--- config.mk ---
export PLATFORM = sky130hd
export DESIGN_NAME = store_drain_unit
export DESIGN_NICKNAME = d
export VERILOG_FILES = /design/src/rtl/store_drain_unit.sv
export SDC_FILE = /design/constraint.sdc
export NUM_CORES = 1
export LEC_CHECK = 0
export BUFFER_PORTS_ARGS = -buffer_cell sky130_fd_sc_hd__clkbuf_2
export CAP_MARGIN = 40
export CORE_ASPECT_RATIO = 1.25
export CORE_MARGIN = 2
export CORE_UTILIZATION = 50
export DETAILED_ROUTE_END_ITERATION = 7
export HOLD_SLACK_MARGIN = 0.1
export PLACE_DENSITY = 0.71
export SLEW_MARGIN = 25
export SYNTH_ARGS = -nofsm -noshare
export SYNTH_HDL_FRONTEND = slang
export SYNTH_SLANG_ARGS = --single-unit
--- constraint.sdc ---
create_clock -name clk -period 6.6 [get_ports clk]
set_clock_uncertainty 0.15 [all_clocks]
set_input_delay 0.33 -clock clk [delete_from_list [all_inputs] [get_ports clk]]
set_output_delay 0.33 -clock clk [all_outputs]
set_load 0.03 [all_outputs]
--- src/rtl/store_drain_unit.sv ---
// store_drain_unit
// Post-commit store buffer between the store data queue and the data-memory
// write port. Committed stores are captured into a small FIFO and drained in
// order over a req/ack handshake. While a store sits in the FIFO, loads to the
// same address are forwarded its data so they never observe stale memory.
module store_drain_unit #(
    parameter int DEPTH  = 4,
    parameter int ADDR_W = 32,
    parameter int DATA_W = 32
) (
    input  logic              clk,
    input  logic              rst,
    input  logic              in_vld,
    input  logic [ADDR_W-1:0] in_addr,
    input  logic [DATA_W-1:0] in_data,
    output logic              drain_almost_full,
    output logic              drain_empty,
    output logic              overflow,
    output logic              mem_req,
    output logic [ADDR_W-1:0] mem_addr,
    output logic [DATA_W-1:0] mem_wdata,
    input  logic              mem_ack,
    input  logic [ADDR_W-1:0] ld_addr,
    output logic              ld_hit,
    output logic [DATA_W-1:0] ld_data
);

    localparam int IDX_W = $clog2(DEPTH);
    localparam int PTR_W = IDX_W + 1;
    localparam logic [PTR_W-1:0] DEPTH_P = PTR_W'(DEPTH);
    localparam logic [PTR_W-1:0] AFULL_P = PTR_W'(DEPTH - 1);

    typedef enum logic {
        IDLE = 1'b0,
        REQ  = 1'b1
    } state_t;

    state_t state, state_next;

    logic [ADDR_W-1:0] addr_q [DEPTH];
    logic [DATA_W-1:0] data_q [DEPTH];
    logic [DEPTH-1:0]  valid_q;

    // Pointers carry one extra wrap bit so full (count == DEPTH) and empty
    // (count == 0) are distinguishable with the same index bits.
    logic [PTR_W-1:0] head, tail, head_next, tail_next;
    logic [PTR_W-1:0] count, count_next;
    logic [IDX_W-1:0] head_idx, tail_idx, scan_idx;
    logic             push, pop, full;

    assign head_idx = head[IDX_W-1:0];
    assign tail_idx = tail[IDX_W-1:0];
    assign count    = tail - head;
    assign full     = (count == DEPTH_P);

    // A pop only happens in REQ, which is only ever entered with an entry
    // buffered, so the head entry is always valid when popped.
    assign pop  = (state == REQ) && mem_ack;
    // A full FIFO can still accept a store when the head leaves the same cycle.
    assign push = in_vld && (!full || pop);

    assign head_next  = head + PTR_W'(pop);
    assign tail_next  = tail + PTR_W'(push);
    assign count_next = tail_next - head_next;

    // State register for the drain handshake FSM.
    always_ff @(posedge clk) begin
        // NOTE: every sequential block uses non-blocking assignments so all
        // registers sample the pre-edge values regardless of block ordering.
        if (rst) state <= IDLE;
        else     state <= state_next;
    end

    // Next-state logic: request as soon as anything is buffered, drop back to
    // IDLE only when the final entry is acknowledged with nothing arriving.
    always_comb begin
        // NOTE: defaulting every always_comb output first keeps all paths
        // assigned, so no latch is inferred.
        state_next = state;
        unique case (state)
            IDLE: if ((count != '0) || push) state_next = REQ;
            REQ:  if (pop && (count_next == '0)) state_next = IDLE;
            default: state_next = IDLE;
        endcase
    end

    // Head/tail pointers, entry valid bits and the sticky overflow flag.
    always_ff @(posedge clk) begin
        if (rst) begin
            head     <= '0;
            tail     <= '0;
            valid_q  <= '0;
            overflow <= 1'b0;
        end else begin
            head <= head_next;
            tail <= tail_next;
            // Clear before set: when full with a same-cycle pop and push the
            // slot is reused and must end up valid.
            if (pop)  valid_q[head_idx] <= 1'b0;
            if (push) valid_q[tail_idx] <= 1'b1;
            if (in_vld && !push) overflow <= 1'b1;
        end
    end

    // Entry payload storage, written at the tail on every accepted push.
    always_ff @(posedge clk) begin
        // NOTE: the payload array is deliberately not reset; valid_q alone
        // qualifies entries, so stale contents are never observed.
        if (push) begin
            addr_q[tail_idx] <= in_addr;
            data_q[tail_idx] <= in_data;
        end
    end

    // Store-to-load forwarding: walk from head (oldest) toward tail so the
    // last match, the youngest store, wins. Uses pre-edge state, so an entry
    // popped this cycle still forwards and one pushed this cycle does not.
    always_comb begin
        ld_hit   = 1'b0;
        ld_data  = '0;
        scan_idx = head_idx;
        for (int i = 0; i < DEPTH; i++) begin
            scan_idx = head_idx + IDX_W'(i);
            if (valid_q[scan_idx] && (addr_q[scan_idx] == ld_addr)) begin
                ld_hit  = 1'b1;
                ld_data = data_q[scan_idx];
            end
        end
    end

    assign mem_req   = (state == REQ);
    assign mem_addr  = addr_q[head_idx];
    assign mem_wdata = data_q[head_idx];

    // Status flags come from registered state only, so the SDQ sees no
    // combinational path from in_vld or mem_ack.
    assign drain_almost_full = (count >= AFULL_P);
    assign drain_empty       = (count == '0) && (state == IDLE);

endmodule

==> results_dict.tcl, run 1 <==
set metrics [dict create \
    power.density_nw_per_um2 258 \
    crit_fanout 32 \
    endpoint_kind "primary output" \
    hold_viol 0 \
    p_leak_uw 0.00679 \
    finalCritPeriodShare 0.936 \
    dieArea_sq_um 38500 \
    synth_edf_count 256 \
    period_needed_ps 6170 \
    combPwrFrac 0.331 \
    relSlewSlack 0.355 \
    fp.dieH_microns 219 \
    htreeDepth 1 \
    portBuffers 200 \
    wl_per_cell_microns 24.5 \
    cts_root_buf "clkbuf_16" \
    vias 12200 \
    synthCells 1199 \
    ios 201 \
    drt_wl_total_microns 46800 \
    grt_max_degree 160 \
    overflow 0 \
    cts.sinks 268 \
    crit_path_start_kind "flip-flop" \
    vdd_drop_max_uv 228 \
    rows 78 \
    core_area_sq_um 36400 \
    cts_buffers 29 \
    tightest_slew_ps 968 \
    synth_nets 1311 \
    holdWs_ps 196 \
    fp.dieW_microns 176 \
    grt_util_all_layers 0.242 \
    required_ps 6120 \
    antenna_found_initial 3 \
    ant_nets 0 \
    vias_per_cell 6.40 \
    finalMaxSlewViolations 0 \
    swShare 0.316 \
    syn_area_sq_um 18500 \
    final_util 0.584 \
    grt_pass1_vias 12100 \
    yosys.cell_types.count 64 \
    design_area_sq_um 21300 \
    grt_pass1_wl_microns 71200 \
    worstSetupPathType "reg2out" \
    async_flop_share 0 \
    layout.area.seq_sq_um 7940 \
    rrSetupSlack_ps 2680 \
    n_fill_cell 2828 \
    ys.flop_type "edfxtp_1" \
    ys_ff_latch 268 \
    clock.fmax_mhz 162 \
    clk_path_buf_depth 3 \
    multi_input_area_sq_um 9790 \
    drt_first_iter_violations 1055 \
    synth-seq-area-share 0.429 \
    finalNonFillerCells 1911 \
    timing.setup.tns_ps 0 \
    drive_gt1_frac 0.369 \
    cts_tree "yes" \
    yosysWarnings 0 \
    status "finished clean" \
    drc 0 \
    max_cap_violations 0 \
    dp_hpwl_microns 31700 \
    dr.pass1.iters 5 \
    p_switching_uw 1730 \
    syn2layout_area_growth_pct 15.0 \
    rsz0062_at_grt "false" \
    clkPwrFrac 0.283 \
    clkTransAtPathRegs_ps 60 \
    setup_viol 0 \
    finalWeightedCongestion 0.950 \
    hold_class "in2reg" \
    post_synth.cell_area_avg_sq_um 15.4 \
    critical_path_arrival_ps 5690 \
    start_util 0.508 \
    dpl_cell_area_sq_um 19600 \
    seq_power_share 0.386 \
    clk_latency_ps 550 \
    dp.cells 1788 \
    nNetsFinal 1519 \
    p_int_uw 3750 \
]
==> power groups by stage <==
stage	Clock, uW	Sequential [uW]	Combinational (uW)
after CTS	1590	2120	1820
after floorplan	0	2130	1400
final	1550	2120	1810
after global routing	1660	2140	1920
after detailed placement	0	2150	1780
after global placement	0	2140	1760
==> flip-flops by register name (all words and copies together) (netlist names) <==
| signal | flops |
|---|---|
| mem_req | 1 |
| valid_q | 4 |
| overflow | 1 |
| addr_q | 128 |
| data_q | 128 |
| tail | 3 |
| head | 3 |
==> cells by family (layout without fill, tap and decap cells) <==
group / count (synthesis) / after routing / share of synthesized area
DFF: 268 / 268 / 0.429
AOI/OAI and AO/OA: 151 / 151 / 0.0546
adders and majority gates: 12 / 12 / 0.00853
muxes: 338 / 338 / 0.344
buffers and inverters: 136 / 367 / 0.0437
xor gates and xnor gates: 120 / 120 / 0.0577
other: 0 / 1 / 0
and+or+nand+nor: 174 / 174 / 0.0629
==> layout by cell type (no fill, tap or decap), types with 5 or more instances in the layout <==
cell type,instances
clkinv_1,5
o211ai_1,6
ha_1,10
xor2_1,11
clkbuf_16,29
mux2i_1,107
inv_1,19
a221oi_1,7
mux4_4,40
nor3_1,7
a21oi_1,20
buf_4,18
nand3_1,6
nor3_2,5
nor2_1,27
o21ai_0,43
nand2b_1,37
edfxtp_1,256
clkbuf_2,200
dfxtp_1,10
mux4_1,19
nand4_1,22
xnor2_1,107
dlygate4sd3_1,67
a22oi_1,35
a211oi_1,7
o22ai_1,6
mux2_2,8
nor3b_2,28
nand2_1,17
clkinv_2,6
mux4_2,164
==> path summary, 6_finish.rpt <==
| path | from | to | depth (start not counted) |
|---|---|---|---|
| worst max-delay path | head[0]$_SDFF_PP0_ | ld_data[14] | 13 |
| worst min-delay path | mem_ack | valid_q[1]$_SDFF_PP0_ | 5 |
| worst max register to register | head[1]$_SDFF_PP0_ | mem_req$_SDFF_PP0_ | 14 |
| worst min register to register | valid_q[1]$_SDFF_PP0_ | valid_q[1]$_SDFF_PP0_ | 2 |
==> metal layers <==
metal / global-route usage / wire length [microns]
met5: 0 / 31
met2: 0.438 / 24900
met3: 0.0321 / 3060
met4: 0.0727 / 1270
met1: 0.304 / 17600
==> cell usage after synthesis (6+ instances only) <==
cell type | n | area (sq um)
edfxtp_1 | 256 | 7690
mux4_2 | 164 | 3690
mux2i_1 | 107 | 1070
xnor2_1 | 107 | 937
o21ai_0 | 43 | 215
mux4_4 | 40 | 1000
nand2b_1 | 37 | 231
clkbuf_1 | 36 | 135
a22oi_1 | 35 | 263
buf_2 | 35 | 175
nor3b_2 | 28 | 350
nor2_1 | 27 | 101
nand4_1 | 22 | 138
a21oi_1 | 20 | 100
inv_1 | 19 | 71.3
mux4_1 | 19 | 499
buf_4 | 18 | 135
nand2_1 | 18 | 67.6
buf_6 | 14 | 158
dfxtp_1 | 12 | 240
ha_1 | 11 | 138
nor3_1 | 11 | 55.1
xor2_1 | 11 | 96.3
mux2_2 | 8 | 90.1
a211oi_1 | 7 | 52.6
a221oi_1 | 7 | 61.3
buf_1 | 7 | 26.3
nand3_1 | 6 | 30.0
o211ai_1 | 6 | 45.0
o22ai_1 | 6 | 37.5
==> worst max-delay path, stage by stage (launching register included) <==
cell	delay (ps)
dfxtp_4	670
clkinv_1	230
ha_4	620
buf_4	250
mux4_1	570
xnor2_1	370
nand4_1	220
or4_1	590
and4bb_1	360
and2_2	180
buf_6	390
mux2i_1	140
a22oi_1	290
clkbuf_2	260
==> final cells by class <==
cell class | count | area share
diodes | 1 | 0.000118
clock buffers | 33 | 0.0348
clock inverters | 21 | 0.00841
inverters | 20 | 0.00353
multi-input cells | 795 | 0.460
flip-flops and latches | 268 | 0.373
well taps | 480 | 0.0282
repair buffers | 293 | 0.0912
==> metrics by stage <==
step,power (uW),setup slack (ps)
2_1_floorplan,3530,-112
3_3_place_gp,3900,721
3_5_place_dp,3930,612
4_1_cts,5530,11.2
5_1_grt,5720,109
6_report,5490,425
==> timing repair <==
item	CTS	global route
hold buffers	67	0
resized for setup	0	1
buffers inserted	0	1
endpoints found under the hold margin	268	0
setup endpoints to repair	0	31
No activity file was read; power rests on OpenSTA's default activity.
==> run 2, diff against run 1 <==
--- a/config.mk
+++ b/config.mk
@@ -10,6 +10,7 @@
 export CORE_ASPECT_RATIO = 1.25
 export CORE_MARGIN = 2
 export CORE_UTILIZATION = 50
+export CTS_BUF_LIST = sky130_fd_sc_hd__clkbuf_8
 export DETAILED_ROUTE_END_ITERATION = 7
 export HOLD_SLACK_MARGIN = 0.1
 export PLACE_DENSITY = 0.71
==> run 2 against run 1 <==
Register-to-register slack improved by 40 ps. Non-clock buffer count unchanged. Largest power group unchanged. Via count increased by 0.63%. The flow now finishes with violations (design-rule violations). Maximum frequency decreased by 0.57%.
==> results_dict.tcl, run 2 (synthesis results as in run 1) <==
set metrics [dict create \
    status "finished with violations" \
    violations "design-rule violations" \
    crit_fanout 32 \
    cts_root_buf "clkbuf_8" \
    design_area_sq_um 21300 \
    endpoint_kind "primary output" \
    dpl_cell_area_sq_um 19600 \
    drt_first_iter_violations 993 \
    ios 201 \
    setup_viol 0 \
    max_cap_violations 0 \
    required_ps 6120 \
    dr_wl_met3_microns 3060 \
    preCtsSetupSlack_ps 612 \
    clk_latency_ps 570 \
    timing.setup.tns_ps 0 \
    portBuffers 200 \
    htreeDepth 2 \
    cts_buffers 45 \
    p_leak_uw 0.00686 \
    dp_hpwl_microns 31700 \
    critical_path_arrival_ps 5730 \
    cts_tree "yes" \
    routed.top_layer "met5" \
    holdWs_ps 174 \
    wl_per_cell_microns 24.5 \
    nNetsFinal 1535 \
    vias 12300 \
    m1WireLength_microns 17800 \
    drive_gt1_frac 0.377 \
    finalWeightedCongestion 0.950 \
    period_needed_ps 6210 \
    final_common_cell "edfxtp_1" \
    clk_path_buf_depth 3 \
    dr.pass1.iters 8 \
    grt_pass1_wl_microns 72100 \
    finalMaxSlewViolations 0 \
    fin_ws_ps 390 \
    grt_pass1_vias 12300 \
    slowest_delay_ps 670 \
    top_regs "addr_q: 128 flops, data_q: 128 flops, valid_q: 4 flops" \
    hold_viol 0 \
    core_area_sq_um 36400 \
    rows 78 \
    grt_util_all_layers 0.247 \
    drc 3 \
    fp.dieH_microns 219 \
    wl_met2_microns 24900 \
    fp.dieW_microns 176 \
    vdd_drop_max_uv 189 \
    vias_per_cell 6.35 \
    rsz0062_at_grt "false" \
    drt_wl_total_microns 47400 \
    crit_path_start_kind "flip-flop" \
    path_cells "clkinv_1 -> ha_4 -> buf_4 -> mux4_1 -> xnor2_1 -> nand4_1 -> or4_1 -> and4bb_1 -> and2_2 -> buf_6 -> mux2i_1 -> a22oi_1 -> clkbuf_2" \
    power.density_nw_per_um2 259 \
    ant_nets 0 \
    overflow 0 \
    antenna_found_initial 3 \
    layout_common_cells "edfxtp_1 (256), clkbuf_2 (200), mux4_2 (164)" \
    grt_max_degree 160 \
    hold_class "in2reg" \
    syn2layout_area_growth_pct 15.3 \
    relSlewSlack 0.342 \
    tightest_slew_ps 988 \
    dieArea_sq_um 38500 \
    worstSetupPathType "reg2out" \
    clock.fmax_mhz 161 \
    n_fill_cell 2858 \
    cts.sinks 268 \
    slowest_stage "dfxtp_4" \
    clkTransAtPathRegs_ps 70 \
    finalCritPeriodShare 0.941 \
    start_util 0.508 \
]
run 2: power breakdown:
group	switching [uW]	total (uW)	leakage, uW	internal (uW)
Clock	681	1580	0.000515	901
Combinational	963	1820	0.00390	854
Sequential	111	2120	0.00245	2010
Total	1750	5520	0.00686	3770
run 2: worst paths after layout:
kind                                       startpoint               endpoint  slack [ps]  depth (start not counted)
worst min register to register  valid_q[1]$_SDFF_PP0_  valid_q[1]$_SDFF_PP0_         430                          2
worst max register to register     head[1]$_SDFF_PP0_     mem_req$_SDFF_PP0_        2720                         14
worst max-delay path               head[0]$_SDFF_PP0_            ld_data[14]         390                         13
worst min-delay path                          mem_ack  valid_q[1]$_SDFF_PP0_         170                          5
run 2: area by class of cell:
type,count,area (sq um),share of cell area
diodes,1,2.50,0.000117
clock buffers,47,647,0.0304
clock inverters,34,314,0.0147
inverters,20,75.1,0.00352
multi-input cells,795,9790,0.460
flip-flops and latches,268,7940,0.372
well taps,480,601,0.0282
repair buffers,293,1940,0.0910
run 2: worst max-delay path: cells and delay by family (launching register included):
kind	cells	cell delay [ps]
AO/OA/AOI/OAI	1	280
XOR/XNOR	1	380
adder cells (fa/ha/maj)	1	620
buffers and inverters	4	1130
flip-flops	1	670
multiplexers	2	710
AND/OR/NAND/NOR	4	1340
run 2: metrics by stage:
stage	utilization	instances	power [uW]
after floorplan	-	1199	3530
after global placement	0.538	1787	3900
after detailed placement	0.540	1788	3930
after CTS	0.585	1937	5560
after global routing	0.585	1938	5750
final	0.585	1938	5520
run 2: timing repair:
item	4_1_cts	5_1_grt
pin swaps	1	0
setup buffers	1	0
endpoints found under the hold margin	268	0
gates resized for setup	0	1
endpoints found under the setup margin	3	6
hold buffers	67	0
run 2: routing by layer:
| layer | vias to the layer above | global-route usage |
|---|---|---|
| met5 | - | 0 |
| met4 | 4 | 0.0890 |
| met3 | 84 | 0.0386 |
| met2 | 482 | 0.441 |
| met1 | 6328 | 0.306 |
| li1 | 5412 | - |
